$ cat src/rtl/spi_command_decoder.sv
// SPI mode-0 command receiver: synchronizes SCLK/CS/MOSI, collects a fixed-length frame and
// decodes note-on / note-off commands. Define SPI_CHECKSUM_EN for an 8-byte frame with XOR checksum.
module spi_command_decoder (
    input  logic        i_clk,
    input  logic        i_reset,
    input  logic        i_sclk,
    input  logic        i_cs_n,
    input  logic        i_mosi,
    output logic        o_SPI_flag_dds,
    output logic        o_SPI_flag_adsr,
    output logic        o_SPI_note_status,
    output logic [7:0]  o_SPI_voice_index,
    output logic [7:0]  o_SPI_velocity,
    output logic [31:0] o_SPI_tuning_code,
    output logic        o_frame_error
);

`ifdef SPI_CHECKSUM_EN
    localparam int unsigned FRAME_BYTES = 8;
`else
    localparam int unsigned FRAME_BYTES = 7;
`endif
    localparam int unsigned FRAME_BITS   = FRAME_BYTES * 8;
    localparam int unsigned PAYLOAD_BITS = 56;
    localparam int unsigned CNT_W        = 7;
    localparam logic [7:0]  CMD_NOTE_ON  = 8'h90;
    localparam logic [7:0]  CMD_NOTE_OFF = 8'h80;

    typedef enum logic [1:0] {IDLE, SHIFT, DECODE, WAIT_CS} state_t;

    state_t                  state;
    state_t                  state_nxt;
    logic [1:0]              sclk_ff;
    logic [1:0]              cs_ff;
    logic [1:0]              mosi_ff;
    logic                    sclk_prev;
    logic                    cs_prev;
    logic [1:0]              sync_fill;
    logic [CNT_W-1:0]        bit_cnt;
    logic [FRAME_BITS-1:0]   shift_reg;
    logic [PAYLOAD_BITS-1:0] payload;
    logic                    sync_ready_c;
    logic                    sclk_rise_c;
    logic                    cs_fall_c;
    logic                    cs_high_c;
    logic                    last_bit_c;
    logic                    csum_ok_c;
    logic                    load_on_c;
    logic                    load_off_c;
    logic                    frame_err_c;

    // Edges are only trusted once both sync and history stages hold real input samples,
    // so a CS already low when reset releases is not mistaken for a new frame start.
    always_ff @(posedge i_clk) begin
        if (i_reset) begin
            sclk_ff   <= 2'b00;
            cs_ff     <= 2'b11;
            mosi_ff   <= 2'b00;
            sclk_prev <= 1'b0;
            cs_prev   <= 1'b1;
            sync_fill <= 2'd0;
        end else begin
            sclk_ff   <= {sclk_ff[0], i_sclk};
            cs_ff     <= {cs_ff[0], i_cs_n};
            mosi_ff   <= {mosi_ff[0], i_mosi};
            sclk_prev <= sclk_ff[1];
            cs_prev   <= cs_ff[1];
            sync_fill <= sync_ready_c ? sync_fill : sync_fill + 2'd1;
        end
    end

    assign sync_ready_c = (sync_fill == 2'd3);
    assign sclk_rise_c  = sync_ready_c & sclk_ff[1] & ~sclk_prev;
    assign cs_fall_c    = sync_ready_c & cs_prev & ~cs_ff[1];
    assign cs_high_c    = cs_ff[1];
    assign last_bit_c   = (bit_cnt == CNT_W'(FRAME_BITS - 1));
    assign payload      = shift_reg[FRAME_BITS-1 -: PAYLOAD_BITS];

`ifdef SPI_CHECKSUM_EN
    assign csum_ok_c = (payload[55:48] ^ payload[47:40] ^ payload[39:32] ^ payload[31:24] ^
                        payload[23:16] ^ payload[15:8] ^ payload[7:0]) == shift_reg[7:0];
`else
    assign csum_ok_c = 1'b1;
`endif

    // State register
    always_ff @(posedge i_clk) begin
        if (i_reset) state <= IDLE;
        else         state <= state_nxt;
    end

    // Next-state logic; CS release during SHIFT abandons a partial frame
    always_comb begin
        state_nxt = state;
        case (state)
            IDLE:    if (cs_fall_c) state_nxt = SHIFT;
            SHIFT: begin
                if (cs_high_c)                     state_nxt = IDLE;
                else if (sclk_rise_c && last_bit_c) state_nxt = DECODE;
            end
            DECODE:  state_nxt = WAIT_CS;
            WAIT_CS: if (cs_high_c) state_nxt = IDLE;
            default: state_nxt = IDLE;
        endcase
    end

    // Decode strobes, valid only in the single DECODE cycle
    always_comb begin
        load_on_c   = 1'b0;
        load_off_c  = 1'b0;
        frame_err_c = 1'b0;
        if (state == DECODE) begin
            if (!csum_ok_c)                         frame_err_c = 1'b1;
            else if (payload[55:48] == CMD_NOTE_ON)  load_on_c   = 1'b1;
            else if (payload[55:48] == CMD_NOTE_OFF) load_off_c  = 1'b1;
            else                                     frame_err_c = 1'b1;
        end
    end

    // Bit counter and MSB-first shift register
    always_ff @(posedge i_clk) begin
        if (i_reset) begin
            bit_cnt   <= '0;
            shift_reg <= '0;
        end else if (state == IDLE && cs_fall_c) begin
            bit_cnt   <= '0;
        end else if (state == SHIFT && sclk_rise_c && !cs_high_c) begin
            shift_reg <= {shift_reg[FRAME_BITS-2:0], mosi_ff[1]};
            bit_cnt   <= bit_cnt + CNT_W'(1);
        end
    end

    // Registered outputs; flags are single-cycle because DECODE lasts one cycle
    always_ff @(posedge i_clk) begin
        if (i_reset) begin
            o_SPI_flag_dds    <= 1'b0;
            o_SPI_flag_adsr   <= 1'b0;
            o_frame_error     <= 1'b0;
            o_SPI_note_status <= 1'b0;
            o_SPI_voice_index <= '0;
            o_SPI_velocity    <= '0;
            o_SPI_tuning_code <= '0;
        end else begin
            o_SPI_flag_dds  <= load_on_c;
            o_SPI_flag_adsr <= load_on_c | load_off_c;
            o_frame_error   <= frame_err_c;
            if (load_on_c) begin
                o_SPI_note_status <= 1'b1;
                o_SPI_voice_index <= payload[47:40];
                o_SPI_velocity    <= payload[39:32];
                o_SPI_tuning_code <= payload[31:0];
            end else if (load_off_c) begin
                o_SPI_note_status <= 1'b0;
                o_SPI_voice_index <= payload[47:40];
            end
        end
    end

endmodule
$ cat config.mk
export PLATFORM = sky130hd
export DESIGN_NAME = spi_command_decoder
export DESIGN_NICKNAME = d
export VERILOG_FILES = /design/src/rtl/spi_command_decoder.sv
export SDC_FILE = /design/constraint.sdc
export NUM_CORES = 1
export LEC_CHECK = 0
export CAP_MARGIN = 15
export CORE_MARGIN = 3
export CORE_UTILIZATION = 50
export CTS_CLUSTER_SIZE = 30
export DETAILED_ROUTE_END_ITERATION = 10
export GPL_ROUTABILITY_DRIVEN = 0
export GPL_TIMING_DRIVEN = 1
export PLACE_DENSITY = 0.75
export SYNTH_ARGS = -nofsm -noshare
export SYNTH_HDL_FRONTEND = slang
export SYNTH_SLANG_ARGS = --single-unit
export TNS_END_PERCENT = 100
$ cat constraint.sdc
create_clock -name i_clk -period 1.65 [get_ports i_clk]
set_input_delay 0.2475 -clock i_clk [delete_from_list [all_inputs] [get_ports i_clk]]
set_output_delay 0.2475 -clock i_clk [all_outputs]
set_load 0.1 [all_outputs]
==> summary.txt <==
status: finished clean
area grow syn2layout: 35.11%
Warnings, synthesis: 0
CP Max Fanout: 9
Initial Util: 52.29%
syn_area_per_cell: 9.154 um^2
Post-Syn Area: 5181 um^2
Synth top area share: 49.07%
clock power share: 49.9%
GR Util All Layers: 18.78%
GR peak layer: met2
CTS tree: built
via count: 4109
Post-synth EDFFs: 0
syn nets: 573
largest net degree at the start of global routing: 54
VDD IR max: 674.5 uV
DRT antenna net count: 0
H-tree Lvls: 4
Pins Over Slew Limit: 0
drt first-iter violations: 171
DRC: 0
Core Area: 9910 um^2
TritonCTS Buffers: 17
max-cap violation count: 0
first-pass GRT wire length: 17740 um
gr ovfl total: 0
number of fill cells: 710
startpoint types: register
share of layout cells above drive strength 1: 19.42%
critical path class: register to register
met1 GRT Util: 22.60%
Final Power: 6.575 mW
ys async rst share: 0%
most common cell in the netlist: dfxtp_1
Port Buffers: 56
average wire per standard cell: 13.81 um
register share of total power: 47.2%
Crit. Startpoint: sync_fill[1]
Final WS setup: 0.06123 ns
die height: 107.8 um
RR Startpoint: sync_fill[1]
clk buf depth: 2
clk_lat worst skew: 0.52 ns
Sw Ratio: 23.26%
minimum clock period after layout: 1.589 ns
Die ar.: 11620 um^2
vias in the first global route: 3856
DP Worst Slack: -0.05742 ns
sw power: 1.529 mW
most frequent cells after synthesis: dfxtp_1 (127), nand2b_1 (99), a21oi_1 (63), o21ai_0 (62), nand3_1 (58)
initial antenna violation count: 0
Gate power share: 2.9%
nets@finish: 617
P per Cell Area: 939.2 nW/um^2
final wirelength: 10440 um
final hold vios: 0
I/O pin cnt: 57
largest area contributor in the netlist: dfxtp_1
met2 usage: 30.99%
CTS root buf: clkbuf_8
HP Start: i_reset
Detailed Routing Iterations Pass 1: 4
Mapped Cells: 566
Internal: 5.046 mW
post-synth cell types: 40
Final Setup Violations: 0
via density per instance: 5.435
Critical Path RT: 2.10 ns
post-synthesis register bit count: 127
Tightest Pin Transition: 0.5259 ns
Diodes inserted: 0
dpl hpwl: 6565 um
period utilization: 96.29%
Seq/Total Area, Yosys: 49.07%
achievable frequency: 629.4 MHz
Slew HR: 64.46%
clock sink count: 127
CP Data Arrival Time: 2.03 ns
die width: 107.8 um
P_leak: 2.593 nW
CP endpoint kind: register
setup_tns: 0 ns
top_reg_cell synth: dfxtp_1
Synth area leaders: dfxtp_1 (49%), nand2b_1 (12%), mux2i_1 (9.9%)
fin util: 70.64%
Hold/Removal Path Class: input port to register
CTS clk-pin slew, worst paths: 0.06 ns
clk_skew: 0.009142 ns
row count: 36
grt met3 use: 5.459%
-- metrics by stage --
stage,cell area [um^2],cells,hold slack [ns]
after floorplan,5225,566,0.3513
after global placement,6456,724,0.3961
after detailed placement,6456,724,0.4175
after CTS,6989,756,0.1150
after global routing,7000,756,0.1473
final,7000,756,0.1362
-- final cells by class --
type	instances	area (um^2)	share of cell area (%)
clock buffers	18	417.9	5.970
repair buffers	78	1294	18.48
flip-flops and latches	127	2545	36.35
multi-input cells	383	2454	35.05
inverters	3	11.26	0.1609
well taps	133	166.4	2.377
clock inverters	14	112.6	1.609
-- worst max-delay path, cell delays in order, from the launching register on --
cell     delay, ns
dfxtp_2       0.35
ha_4          0.13
or3b_4        0.43
buf_4         0.18
nor4_4        0.22
mux2i_1       0.21
-- per-layer routing --
layer / vias up / routed length, um / part of all wire (%)
met4: 0 / 154 / 1.5
met5: - / 0 / 0
met3: 16 / 539 / 5.2
met1: 1931 / 4511 / 43
li1: 2045 / - / -
met2: 117 / 5236 / 50
-- final timing paths --
path / to / slack, ns / cells past startpoint
hold reg to reg: cs_ff[1] / 0.42 / 1
hold / removal: sync_fill[1] / 0.14 / 2
setup / recovery: bit_cnt[5] / 0.06 / 5
setup reg to reg: bit_cnt[5] / 0.06 / 5
-- power by group through the flow --
stage / Clock (mW) / Combinational, mW / Sequential [mW]
floorplan: 0 / 0.142 / 3.17
global placement: 0 / 0.183 / 3.17
detailed placement: 0 / 0.189 / 3.17
CTS: 3.33 / 0.191 / 3.10
global route: 3.47 / 0.213 / 3.10
finish: 3.28 / 0.190 / 3.10
-- sequential cells by signal, summed over array words and instances (netlist names), 2 cells and up, named ones only --
name and count:
bit_cnt 7, o_SPI_tuning_code 32, sclk_ff 2, o_SPI_voice_index 8
mosi_ff 2, cs_ff 2, payload 56, o_SPI_velocity 8
sync_fill 2
-- repair_timing --
item                                    4_1_cts  5_1_grt
endpoints found under the setup margin       15       11
buffers inserted                              0        0
hold buffers                                  0        0
gates resized for setup                       1        4
gates cloned                                  0        0
-- logic make-up (layout without fill, tap and decap cells) --
logic type | count (synthesis) | count (layout) | share of synthesized area, %
compound gates | 133 | 133 | 13.26
xor+xnor | 1 | 1 | 0.1691
fa+ha+maj | 2 | 2 | 0.4829
buf+inv | 56 | 113 | 4.516
flops | 127 | 127 | 49.07
mux | 51 | 51 | 9.853
simple gates | 196 | 196 | 22.65
-- cell usage in the layout (no fill, tap or decap), types with 2 or more instances in the layout --
cell type,instances
buf_12,56
clkdlybuf4s50_1,3
a21oi_1,63
o21ai_0,59
nand4_1,3
dfxtp_1,125
clkbuf_16,16
nand4b_1,2
o21ai_1,3
buf_4,19
nor2_1,4
a211oi_1,2
nor2b_1,9
mux2i_1,51
nand3_1,58
dfxtp_2,2
clkinvlp_4,5
inv_6,3
or2_2,4
inv_1,3
clkinv_4,5
nand2b_1,99
Power figures use the tool's default switching activity.
==> RTL change 1, RTL diff (same flow settings) <==
The localparam `CNT_W` goes from 7 to 14.
--- a/src/rtl/spi_command_decoder.sv
+++ b/src/rtl/spi_command_decoder.sv
@@ -22,7 +22,7 @@
 `endif
     localparam int unsigned FRAME_BITS   = FRAME_BYTES * 8;
     localparam int unsigned PAYLOAD_BITS = 56;
-    localparam int unsigned CNT_W        = 7;
+    localparam int unsigned CNT_W        = 14;
     localparam logic [7:0]  CMD_NOTE_ON  = 8'h90;
     localparam logic [7:0]  CMD_NOTE_OFF = 8'h80;
 
Formal check against the unedited RTL: same outputs for any inputs over 10 cycles, from zero or initial values and one cycle with i_reset high; that may be too few to reach the edited logic, so the function may still have changed.
==> RTL change 1 against the original RTL <==
- total power grew 7.4%
- wire length grew 16%
- sequential cell count grew 7
- critical path depth grew 1
- largest cell class unchanged
- design area shrank 0.46%
- worst setup slack lost 0.035 ns
- synthesized area shrank 7.5%
- hold slack lost 0.065 ns
==> RTL change 1: results (changes against the original RTL) <==
stage;metric;value;unit;change
route;DR vias/cell;5.42;;-0.19%
global_route;met2 usage;34.8;%;+3.8 points
layout;Nets;658;;+6.6%
synth;Post-Synth Adder-Cell Area;0.522;%;+0.039 points
power_and_ir_drop;Seq pwr share;46.4;%;-0.8 points
critical_path;CP Max Fanout;5;;-4
synth;Netlist cell types;38;;-5.0%
route;DR pass1 iterations;5;;+1
sta;clock skew;0.00942;ns;+0.000278 ns
global_route;first-pass GRT wire length;18000;microns;+1.7%
power_and_ir_drop;Leak Pwr;0.00241;uW;-7.0%
synth;mux contribution to synthesized area;1.88;%;-8.0 points
power_and_ir_drop;Net Sw Frac;22.3;%;-0.97 points
route;DRT iter0 DRCs;333;;+95%
run_status;outcome;complete, no violations;;
route;DR WL/cell;15.3;microns;+11%
synth;Synth Area in XOR/XNOR;1.46;%;+1.3 points
power_and_ir_drop;total sequential power;3270;uW;+5%
power_and_ir_drop;Peak supply drop;0.771;mV;+14%
global_route;vias in the first global route;3961;;+2.7%
synth;syn avg cell area;8.28;sq um;-9.6%
synth;net count after synthesis;586;;+2.3%
global_route;largest net degree at the start of global routing;76;;+41%
power_and_ir_drop;Logic power comb;139;uW;-27%
clocking;Post-CTS Resized;5;;+4
placement;hpwl dp;6320;microns;-3.7%
route;vias after detailed routing;4302;;+4.7%
placement;pre-CTS setup slack;-0.0716;ns;-0.0142 ns
placement;dpl cell area;6190;sq um;-4.1%
global_route;global router's overall resource usage;20.3;%;+1.5 points
RTL change 1: changes by cell type after synthesis, sizes merged, moves of 18 or more:
cell,change
nor2,+18
a21oi,+41
o21ai,-58
nand2b,-98
nand3,-50
mux2i,-42
nand2,+196
RTL change 1: worst paths after layout:
path | from | endpoint | slack, ns | cells past startpoint
hold reg to reg | cs_ff[0]$_SDFF_PP1_ | cs_ff[1]$_SDFF_PP1_ | 0.43 | 1
setup / recovery | bit_cnt[1]$_SDFFE_PP0P_ | bit_cnt[12]$_SDFFE_PP0P_ | 0.03 | 6
setup reg to reg | bit_cnt[1]$_SDFFE_PP0P_ | bit_cnt[12]$_SDFFE_PP0P_ | 0.03 | 6
hold / removal | i_reset | sclk_ff[0]$_SDFF_PP0_ | 0.07 | 2
RTL change 1: cell type report:
type                    instances  area [sq um]
clock buffers                  19           422
clock inverters                13           149
fillers                       599          2320
inverters                       4          15.0
multi-input cells             403          2050
flip-flops and latches        134          2690
well taps                     129           161
repair buffers                 91          1480
==> RTL change 2, RTL diff (config.mk and constraints unchanged) <==
Made on the original files. Compare `bit_cnt` against `CNT_W'(FRAME_BITS - 1)` with >= in place of ==.
--- a/src/rtl/spi_command_decoder.sv
+++ b/src/rtl/spi_command_decoder.sv
@@ -73,7 +73,7 @@
     assign sclk_rise_c  = sync_ready_c & sclk_ff[1] & ~sclk_prev;
     assign cs_fall_c    = sync_ready_c & cs_prev & ~cs_ff[1];
     assign cs_high_c    = cs_ff[1];
-    assign last_bit_c   = (bit_cnt == CNT_W'(FRAME_BITS - 1));
+    assign last_bit_c   = (bit_cnt >= CNT_W'(FRAME_BITS - 1));
     assign payload      = shift_reg[FRAME_BITS-1 -: PAYLOAD_BITS];
 
 `ifdef SPI_CHECKSUM_EN
Behaviour: no difference found for any inputs over 10 cycles, from zero or initial values and one cycle with i_reset high; that may be too few to reach the edited logic, so the function may still have changed.
==> RTL change 2 against the original RTL <==
- the run now ends with negative setup slack left
- largest power group unchanged
- wire length rose by 9.2%
- sequential cell count did not move
- clock skew fell by 0.0014 ns
- critical endpoint is now o_SPI_tuning_code[14]$_SDFFE_PP0P_
- total power rose by 3.4%
- design area rose by 2.3%
- critical path depth fell by 1
- via count rose by 3.7%
- worst setup slack got worse by 0.20 ns
- cell count rose by 1.5%
- sequential share of layout area fell by 0.83 points
- synthesized area rose by 0.53%
==> RTL change 2: results (changes against the original RTL) <==
stage;metric;value;unit;change
sta;Fin Setup TNS;-5.24;ns;-5.24 ns
critical_path;WP data arrival;2.18;ns;+0.15 ns
global_route;grt met3 use;4.60;%;-0.86 points
route;met2 wire length;5800;microns;+11%
placement;hpwl dp;7000;microns;+6.6%
critical_path;Stages on worst setup path;4;;-1
route;met3 wire len;383;microns;-29%
route;DRT iter0 DRCs;265;;+55%
run_status;failing checks;negative setup slack;;
global_route;largest net degree at the start of global routing;48;;-11%
critical_path;CP max-delay cell;or4_4;;
layout;Repair and plain buffers;86;;+10%
critical_path;crit-path max cell delay;0.53;ns;+0.10 ns
sta;Worst slew margin;68.8;%;+4.3 points
layout;sequential cell area share;35.5;%;-0.83 points
global_route;vias in the first global route;4079;;+5.8%
layout;fin util;71.9;%;+1.3 points
synth;net count after synthesis;578;;+0.87%
synth;syn avg cell area;9.12;sq um;-0.35%
global_route;first-pass GRT wire length;18700;microns;+5.5%
synth;register area share after synthesis;48.8;%;-0.26 points
sta;setup ws final;-0.140;ns;-0.201 ns
critical_path;R2R Path Start;payload[49]$_SDFFE_PP0P_;;
synth;Area contributors post-synth;dfxtp_1, nand2b_1, mux2i_1;;
sta;Hold WS;0.203;ns;+0.0665 ns
global_route;global router's overall resource usage;19.8;%;+1.0 points
layout;Non-Filler Instances;767;;+1.5%
placement;pre-CTS setup slack;-0.361;ns;-0.304 ns
run_status;outcome;finished, violations left;;
layout;invs w/o clock;2;;-1
global_route;met2 usage;34.1;%;+3.2 points
route;DRT met1 WL;5020;microns;+11%
sta;Setup violations, final;43;;+43
layout;Non-Clock Buffer Area Fraction;20.0;%;+1.5 points
synth;area share of the largest cell type after synthesis;48.8;%;-0.26 points
critical_path;CP Max Fanout;16;;+7
global_route;met1 Track Usage GR;23.9;%;+1.3 points
synth;Commonest cells post-synth;dfxtp_1, nand2b_1, o21ai_0;;
power_and_ir_drop;Leak Pwr;0.00268;uW;+3.3%
layout;clk cell area share;7.81;%;+0.23 points
power_and_ir_drop;Peak supply drop;0.860;mV;+27%
## RTL change 2: worst register-to-register path, cell delays in order, from the launching register on
cell and delay (ns):
dfxtp_1 0.31, or4_4 0.53, or4_4 0.50, buf_12 0.20
mux2i_1 0.13
## RTL change 2: timing repair
item / in CTS / in global routing
gates cloned: 1 / 0
setup buffers: 0 / 1
hold buffers: 0 / 0
resized for setup: 7 / 5
pin swaps: 3 / 2
endpoints found under the setup margin: 47 / 72
## RTL change 2: kinds of logic (layout without fill, tap and decap cells)
logic type	count (synthesis)	in the layout	share of synthesized area [%]
buffers and inverters	56	119	4.66
flip-flops	127	127	48.8
adder cells (fa/ha/maj)	2	2	0.480
multiplexers	52	52	9.99
AO/OA/AOI/OAI	137	137	13.7
XOR/XNOR	1	1	0.168
AND/OR/NAND/NOR	196	196	22.2
## RTL change 2: report_power, final
| group | switching (uW) | internal, uW |
|---|---|---|
| Clock | 1360 | 2140 |
| Combinational | 116 | 93.4 |
| Sequential | 9.74 | 3090 |
